[src/rtl/riscv_uop_pkg.sv]
// riscv_uop_pkg: shared issue-stage types and defaults
package riscv_uop_pkg;
    localparam int SB_MAX_LOADS = 4;
    typedef enum logic [1:0] {SB_RUN, SB_DRAIN, SB_DONE} sb_state_e;
endpackage

[src/rtl/issue_scoreboard.sv]
// issue_scoreboard: load-use and WAW hazard tracking for in-flight loads,
// LSU occupancy limit and fence drain sequencing.
module issue_scoreboard
    import riscv_uop_pkg::*;
#(
    parameter int MAX_LOADS = SB_MAX_LOADS
) (
    input  logic                           clk,
    input  logic                           rst_n,
    input  logic                           i_cand_valid,
    input  logic [4:0]                     i_cand_rs1,
    input  logic [4:0]                     i_cand_rs2,
    input  logic [4:0]                     i_cand_rd,
    input  logic                           i_cand_uses_rs1,
    input  logic                           i_cand_uses_rs2,
    input  logic                           i_cand_writes_rd,
    input  logic                           i_cand_is_load,
    input  logic                           i_issue_fire,
    input  logic                           i_flush,
    input  logic                           i_drain_req,
    input  logic                           i_lsu_wb_valid,
    input  logic [4:0]                     i_lsu_wb_rd,
    output logic                           o_hazard_stall,
    output logic [31:0]                    o_pending,
    output logic [$clog2(MAX_LOADS+1)-1:0] o_outstanding,
    output logic                           o_drain_done,
    output logic                           o_err_spurious
);
    localparam int CW = $clog2(MAX_LOADS + 1);
    sb_state_e state, state_nxt;
    logic raw, waw, full, fire, dec, spurious;
    logic [CW-1:0] cnt_nxt;
    logic [31:0] set_vec, clr_vec;
    // A register whose load data returns this cycle is forwarded by the LSU, so it is not a hazard
    always_comb begin
        raw = (i_cand_uses_rs1 && i_cand_rs1 != 5'd0 && o_pending[i_cand_rs1] &&
               !(i_lsu_wb_valid && i_lsu_wb_rd == i_cand_rs1)) ||
              (i_cand_uses_rs2 && i_cand_rs2 != 5'd0 && o_pending[i_cand_rs2] &&
               !(i_lsu_wb_valid && i_lsu_wb_rd == i_cand_rs2));
        waw = i_cand_writes_rd && i_cand_rd != 5'd0 && o_pending[i_cand_rd] &&
              !(i_lsu_wb_valid && i_lsu_wb_rd == i_cand_rd);
        full = i_cand_is_load && o_outstanding == CW'(MAX_LOADS) && !i_lsu_wb_valid;
        o_hazard_stall = i_cand_valid && !i_flush && (raw || waw || full || state != SB_RUN);
        fire = i_issue_fire && !o_hazard_stall && !i_flush && i_cand_is_load;
        dec = i_lsu_wb_valid && o_outstanding != '0;
        spurious = i_lsu_wb_valid &&
                   (o_outstanding == '0 || (i_lsu_wb_rd != 5'd0 && !o_pending[i_lsu_wb_rd]));
        cnt_nxt = o_outstanding + CW'(fire) - CW'(dec);
        set_vec = (fire && i_cand_writes_rd) ? 32'd1 << i_cand_rd : 32'd0;
        clr_vec = i_lsu_wb_valid ? 32'd1 << i_lsu_wb_rd : 32'd0;
        state_nxt = state == SB_RUN   ? (i_drain_req ? SB_DRAIN : SB_RUN) :
                    state == SB_DRAIN ? (cnt_nxt == '0 ? SB_DONE : SB_DRAIN) : SB_RUN;
    end
    always_ff @(posedge clk or negedge rst_n) begin
        if (!rst_n) begin
            state          <= SB_RUN;
            o_pending      <= '0;
            o_outstanding  <= '0;
            o_drain_done   <= 1'b0;
            o_err_spurious <= 1'b0;
        end else begin
            state          <= state_nxt;
            o_pending      <= ((o_pending & ~clr_vec) | set_vec) & ~32'd1;
            o_outstanding  <= cnt_nxt;
            o_drain_done   <= state_nxt == SB_DONE;
            o_err_spurious <= o_err_spurious | spurious;
        end
    end
endmodule

[config.mk]
export PLATFORM = sky130hd
export DESIGN_NAME = issue_scoreboard
export DESIGN_NICKNAME = d
export VERILOG_FILES = /design/src/rtl/riscv_uop_pkg.sv /design/src/rtl/issue_scoreboard.sv
export SDC_FILE = /design/constraint.sdc
export NUM_CORES = 1
export LEC_CHECK = 0
export ABC_AREA = 1
export BUFFER_PORTS_ARGS = -buffer_cell sky130_fd_sc_hd__buf_4
export CAP_MARGIN = 20
export CORE_MARGIN = 8
export CORE_UTILIZATION = 35
export CTS_BUF_LIST = sky130_fd_sc_hd__clkbuf_8
export DETAILED_ROUTE_END_ITERATION = 10
export GPL_TIMING_DRIVEN = 0
export SKIP_LAST_GASP = 1
export SYNTH_ARGS = -nofsm -noshare
export SYNTH_HDL_FRONTEND = slang
export SYNTH_SLANG_ARGS = --single-unit
[constraint.sdc]
create_clock -name clk -period 5.4 [get_ports clk]
set_input_delay 0.81 -clock clk [delete_from_list [all_inputs] [get_ports clk]]
set_output_delay 0.81 -clock clk [all_outputs]
set_load 0.01 [all_outputs]
==> results of run 1 <==
-- cell usage after synthesis (3+ instances only) --
| master | number |
|---|---|
| a21oi_1 | 10 |
| buf_1 | 5 |
| buf_2 | 10 |
| buf_4 | 3 |
| buf_6 | 10 |
| clkbuf_1 | 11 |
| dfrtp_1 | 38 |
| inv_1 | 56 |
| inv_2 | 8 |
| nand2_1 | 188 |
| nand3_1 | 89 |
| nand4_1 | 31 |
| nor2_1 | 55 |
| nor3_1 | 9 |
| nor4_1 | 5 |
| o211ai_1 | 4 |
| o21ai_0 | 42 |
| o21ai_1 | 7 |
| o22ai_1 | 12 |
-- layout make-up --
cell class / count / share of cell area, %
Buffer: 39 / 5.55
Clock buffer: 5 / 1.56
Clock inverter: 3 / 1.56
Inverter: 67 / 5.81
Multi-Input combinational cell: 472 / 50.1
Sequential cell: 38 / 21.5
Tap cell: 136 / 3.85
Timing Repair Buffer: 59 / 10.0
-- final timing paths --
check | start | to
setup reg to reg | o_pending[4] | o_drain_done
hold / removal | rst_n | o_pending[26]
hold reg to reg | state[1] | state[1]
max in group asynchronous | rst_n | o_pending[16]
min in group clk | state[1] | state[1]
setup / recovery | i_cand_rs1[1] | o_drain_done
-- critical path, cell delays in order --
cell and delay [ps]:
buf_4 80, clkinv_1 270, nand3_1 190, nand2_1 80
nand2_1 60, nand2_1 40, nor2_1 160, nand2_1 70
nand3_1 130, nand2_1 120, o21bai_4 270, buf_6 190
nand2_1 80, ha_1 310, inv_1 40, ha_1 180
fa_1 400, xnor2_1 150, xor2_1 160, or3_1 370
nor3_1 180
-- power breakdown --
part	switching [mW]	leakage, nW	total (mW)	internal (mW)
Sequential	0.0444	0.509	0.364	0.319
Combinational	0.234	1.68	0.379	0.145
Clock	0.119	0.0683	0.304	0.185
-- per-layer routing --
layer | vias to the layer above | wire length, um | track usage, %
met5 | - | 0 | 0
met4 | 0 | 541 | 8.17
met3 | 42 | 1290 | 3.09
met2 | 261 | 7210 | 35.6
met1 | 2167 | 6570 | 28.5
li1 | 2182 | - | -
-- kinds of logic after synthesis --
family | share of synthesized area [%]
buf+inv | 13.7
xor+xnor | 0.955
fa+ha+maj | 1.23
other cells | 0.102
flops | 25.9
simple gates | 44.9
compound gates | 13.2
-- flip-flops by register name (all words and copies together) (netlist names) --
| name | flops |
|---|---|
| o_err_spurious | 1 |
| o_drain_done | 1 |
| o_outstanding | 3 |
| state | 2 |
| o_pending | 31 |
==> key figures, run 1 <==
Run status
  • Outcome: complete, no violations

STA
  • Final hold slack: 465 ps
  • Final cycle utilization of the critical path: 76.6%
  • Unrepaired setup endpoints after global routing: false
  • Fmax: 242 MHz
  • Hold Vio Cnt, Final: 0
  • Slew @ Worst Pin: 628 ps
  • Slew HR: 58.2%
  • Slack of the critical path: 1260 ps
  • Worst Skew: 4.96 ps
  • TNS Setup: 0 ps
  • Final min period: 4140 ps
  • Final setup viols: 0
  • Slew Viols, Final: 0

Clocking
  • TritonCTS Sinks: 38
  • Post_cts resized: 0
  • Post-CTS Setup Bufs: 0
  • Worst skew pair latency: 310 ps
  • CTS Buf Count: 5
  • Worst-path clk slew: 90 ps
  • Clk root buf: clkbuf_8
  • Clock buffer depth: 2
  • Hold Buf Count CTS: 0
  • CTS tree: yes
  • Number of H-tree levels: 2

Layout
  • Layout area overhead: 20.5%
  • FF/Latch Area: 951 um^2
  • Layout cells sized above 1: 14.8%
  • Final Non-Filler Cells: 819
  • Commonest non-fill, non-tap cell in the layout: nand2_1
  • Final net count: 716
  • Post-Layout Inst Area: 4420 um^2
  • Fillers: 1154
  • N_diodes: 0
  • Share of the core filled with cells: 43.2%
  • Multi-input gate area: 2210 um^2
  • Commonest non-fill, non-tap cells in the layout: nand2_1 (188), nand3_1 (89), buf_4 (62)

Placed design
  • Port Buffers: 59
  • DP Worst Slack: 955 ps
  • Gpl congestion: 0.997
  • Dpl hpwl: 12.0 mm
  • Dpl cells: 811
  • Placed cell areas: 4280 um^2

Yosys
  • Yosys top cell area share: 25.9%
  • Area contributors post-synth: dfrtp_1 (26%), nand2_1 (19%), nand3_1 (12%)
  • Synth Net Count: 650
  • Ys async rst share: 100%
  • Fraction of the yosys area taken by sequential cells: 25.9%
  • Synth Warn #: 0
  • #FFs+latches synth: 38
  • Mapped Area: 3670 um^2
  • Synth cell types: 37
  • Syn avg cell area: 5.95 um^2
  • Syn Inst Count: 616
  • Most area-hungry cell type in the Yosys netlist: dfrtp_1
  • Post-synth EDFFs: 0
  • Main flop type after synthesis: dfrtp_1

Routing
  • DRC violations left: 0
  • Number of routed nets with antenna violations: 0
  • WL per Instance: 19.1 um
  • Avg Vias per Cell: 5.68
  • Drt first pass iters: 5
  • Final wirelength: 15.6 mm
  • DRT iter0 DRCs: 537
  • Via Count: 4652

Critical path
  • Worst Path Required: 5620 ps
  • Kind of critical path: input pin to register
  • CP Capture Type: register
  • CP Launch Type: input pin
  • Arr. time, crit path: 4360 ps
  • R2R setup slack: 1600 ps
  • Crit Path Max Fanout: 10
  • Reg2reg path depth: 21

Flow run
  • Total of max-cap violations: 0

Floorplan
  • Die span in x: 118 um
  • Row count: 37
  • IO Pins: 69
  • Placeable Area: 10200 um^2
  • Die Ht: 118 um
  • Die area: 14000 um^2
  • Starting Density: 35.8%

Global route
  • Remaining Overflow, GRT: 0
  • Total track usage: 21.8%
  • Global-route wire length before repair: 24.6 mm
  • Largest net degree at the start of global routing: 39
  • Number of global-route vias before repair: 4525
  • Initial antenna violation count: 0

Pwr
  • Pwr Total: 1.05 mW
  • P_leak: 2.25 nW
  • Max VDD drop: 106 uV
  • Pwr dens: 237 nW/um^2

Worst hold path
  • Hold Path Class: input pin to async pin
(Power assumes the default switching activity.)
==> run 2: changes to the inputs <==
--- a/config.mk
+++ b/config.mk
@@ -5,7 +5,7 @@
 export SDC_FILE = /design/constraint.sdc
 export NUM_CORES = 1
 export LEC_CHECK = 0
-export ABC_AREA = 1
+export ABC_AREA = 0
 export BUFFER_PORTS_ARGS = -buffer_cell sky130_fd_sc_hd__buf_4
 export CAP_MARGIN = 20
 export CORE_MARGIN = 8
==> constraint.sdc (replaced) <==
create_clock -name clk -period 4.2 [get_ports clk]
set_input_delay 0.63 -clock clk [delete_from_list [all_inputs] [get_ports clk]]
set_output_delay 0.63 -clock clk [all_outputs]
set_load 0.01 [all_outputs]
==> run 2 against run 1 <==
- worst setup slack got worse by 1100 ps
- synthesized cell count fell by 44%
- critical path type unchanged
- largest cell class unchanged
- power rose by 27%
==> key figures, run 2 <==
Layout
  • Layout cells sized above 1: 35.6%
  • Most flops, register: o_pending
  • Commonest non-fill, non-tap cell in the layout: buf_4
  • Max FFs per register: 31
  • Fillers: 1002
  • Post-Layout Inst Area: 4380 um^2
  • Commonest non-fill, non-tap cells in the layout: buf_4 (62), nand2_1 (49), dfrtp_1 (38)
  • Layout area overhead: 20.5%
  • Final net count: 446
  • N_diodes: 0
  • Top Registers: o_pending: 31 flops, o_outstanding: 3 flops, state: 2 flops

Clocking
  • Worst-path clk slew: 80 ps
  • CTS Buf Count: 5
  • Clk root buf: clkbuf_8
  • Hold Buf Count CTS: 0
  • CTS tree: yes
  • TritonCTS Sinks: 38
  • Worst skew pair latency: 300 ps
  • Clock buffer depth: 2
  • Number of H-tree levels: 2

STA
  • Final setup viols: 0
  • Slew HR: 32.3%
  • Slew @ Worst Pin: 1010 ps
  • Fmax: 247 MHz
  • Worst Skew: 4.64 ps
  • Slew Viols, Final: 0
  • Final cycle utilization of the critical path: 96.4%
  • Hold Vio Cnt, Final: 0
  • Final hold slack: 281 ps
  • Unrepaired setup endpoints after global routing: false
  • Final min period: 4050 ps

Yosys
  • Synth Warn #: 0
  • Syn Inst Count: 345
  • Synth Net Count: 379
  • Synth cell types: 53
  • Count leader, synth: nand2_1
  • Syn avg cell area: 10.5 um^2
  • Area contributors post-synth: dfrtp_1 (26%), mux4_2 (15%), o41ai_2 (13%)
  • #FFs+latches synth: 38
  • Yosys top cell area share: 26.1%
  • Post-synth EDFFs: 0
  • Most area-hungry cell type in the Yosys netlist: dfrtp_1
  • Mapped Area: 3640 um^2
  • Post-synth top cells: nand2_1 (49), dfrtp_1 (38), a22oi_1 (32)
  • Main flop type after synthesis: dfrtp_1
  • Fraction of the yosys area taken by sequential cells: 26.1%
  • Ys async rst share: 100%

Critical path
  • CP Launch Type: input pin
  • CP Capture Type: register
  • Crit Path Max Fanout: 10
  • Arr. time, crit path: 4250 ps
  • Buf+Inv Stages, Crit Path: 3
  • Critical path, cell by cell: buf_4, clkbuf_4, mux2_1, nor3b_1, a311oi_1, o311ai_1, o22ai_2, o32a_1, ha_1, inv_1, ha_1, fa_1, xnor2_1, xnor2_1, nor3_2, a211oi_1
  • Crit path largest cell delay: 440 ps
  • Top delay family on crit path: compound AO/OA/AOI/OAI gates
  • Kind of critical path: input pin to register
  • Worst Path Required: 4400 ps
  • Slowest CP cell: o311ai_1

Floorplan
  • Die area: 13900 um^2
  • Die Ht: 118 um
  • Starting Density: 35.6%
  • IO Pins: 69
  • Die span in x: 118 um
  • Row count: 37
  • Placeable Area: 10200 um^2

Pwr
  • P_leak: 1.86 nW
  • Pwr dens: 302 nW/um^2
  • Pwr Total: 1.33 mW
  • Max VDD drop: 139 uV

Routing
  • WL per Instance: 23.9 um
  • Number of routed nets with antenna violations: 0
  • Via Count: 3461
  • DRT iter0 DRCs: 309
  • Final wirelength: 13.1 mm
  • DRC violations left: 0
  • Drt first pass iters: 5
  • Avg Vias per Cell: 6.30

Run status
  • Outcome: complete, no violations

Placed design
  • Dpl hpwl: 9.91 mm
  • Placed cell areas: 4240 um^2
  • Port Buffers: 56
  • Gpl congestion: 0.919

Worst hold path
  • Hold Path Class: input pin to async pin

Global route
  • Largest net degree at the start of global routing: 39
  • Number of global-route vias before repair: 3580
  • Total track usage: 18.6%
  • Global-route wire length before repair: 20.8 mm
  • Initial antenna violation count: 0
  • Remaining Overflow, GRT: 0

Flow run
  • Total of max-cap violations: 0
==> run 2: changes by cell type in the layout (fill, tap and decap cells not counted), moves of 16 or more <==
cell,delta
nand4_1,-31
nand2_1,-139
a22oi_1,+31
inv_1,-47
nor2_1,-37
mux4_2,+24
o41ai_2,+30
mux2i_1,+16
nand3_1,-82
o21ai_0,-42
==> run 2: metrics by stage <==
stage | instances | setup TNS [ps] | utilization (%) | worst slack (ps)
2_1_floorplan | 345 | 0 | - | 395
3_3_place_gp | 537 | -380 | 41.3 | -129
3_5_place_dp | 538 | -531 | 41.4 | -186
4_1_cts | 546 | 0 | 42.5 | 106
5_1_grt | 549 | 0 | 42.8 | 8.98
6_report | 549 | 0 | 42.8 | 150
==> run 2: cell families (layout without fill, tap and decap cells) <==
| kind of cell | Yosys count | after routing | share of synthesized area (%) |
|---|---|---|---|
| flip-flops | 38 | 38 | 26.1 |
| AO/OA/AOI/OAI | 84 | 84 | 25.5 |
| adder cells (fa/ha/maj) | 3 | 3 | 1.24 |
| AND/OR/NAND/NOR | 115 | 115 | 14.9 |
| buffers and inverters | 41 | 109 | 5.61 |
| XOR/XNOR | 16 | 16 | 3.85 |
| other | 1 | 1 | 0.103 |
| multiplexers | 47 | 47 | 22.7 |
==> run 2: final timing paths <==
path / start / endpoint / slack (ps) / cells past startpoint
min reg2reg: o_err_spurious / o_err_spurious / 480 / 1
max in group asynchronous: rst_n / o_pending[22] / 3570 / 1
max: i_cand_rs2[2] / state[0] / 150 / 16
max reg2reg: o_pending[3] / state[0] / 280 / 14
min: rst_n / o_err_spurious / 280 / 1
min in group clk: o_err_spurious / o_err_spurious / 480 / 1
==> run 2: report_power, final <==
group / switching, mW / internal [mW]
Clock: 0.140 / 0.177
Sequential: 0.0748 / 0.412
Combinational: 0.269 / 0.253
Total: 0.483 / 0.842
==> run 2: timing repair <==
item / in CTS / in global routing
setup buffers: 0 / 4
resized for setup: 0 / 2
setup endpoints to repair: 0 / 3
==> run 2: metal layers <==
layer	share of wire (%)	global-route usage, %	vias up
li1	-	-	1496
met1	39	22.6	1726
met2	50	32.1	207
met3	7.8	2.64	32
met4	2.9	7.77	0
met5	0	0	-
==> run 2: final cells by class <==
type                       count  area, um^2  share of cell area [%]
buffer                        31         168                    3.83
clock buffer                   5        68.8                    1.57
clock inverter                 3        45.0                    1.03
inverter                       9        33.8                   0.771
multi-input combinational    266        2490                    56.8
sequential                    38         951                    21.7
tap                          136         170                    3.88
timing repair buffer          61         458                    10.5
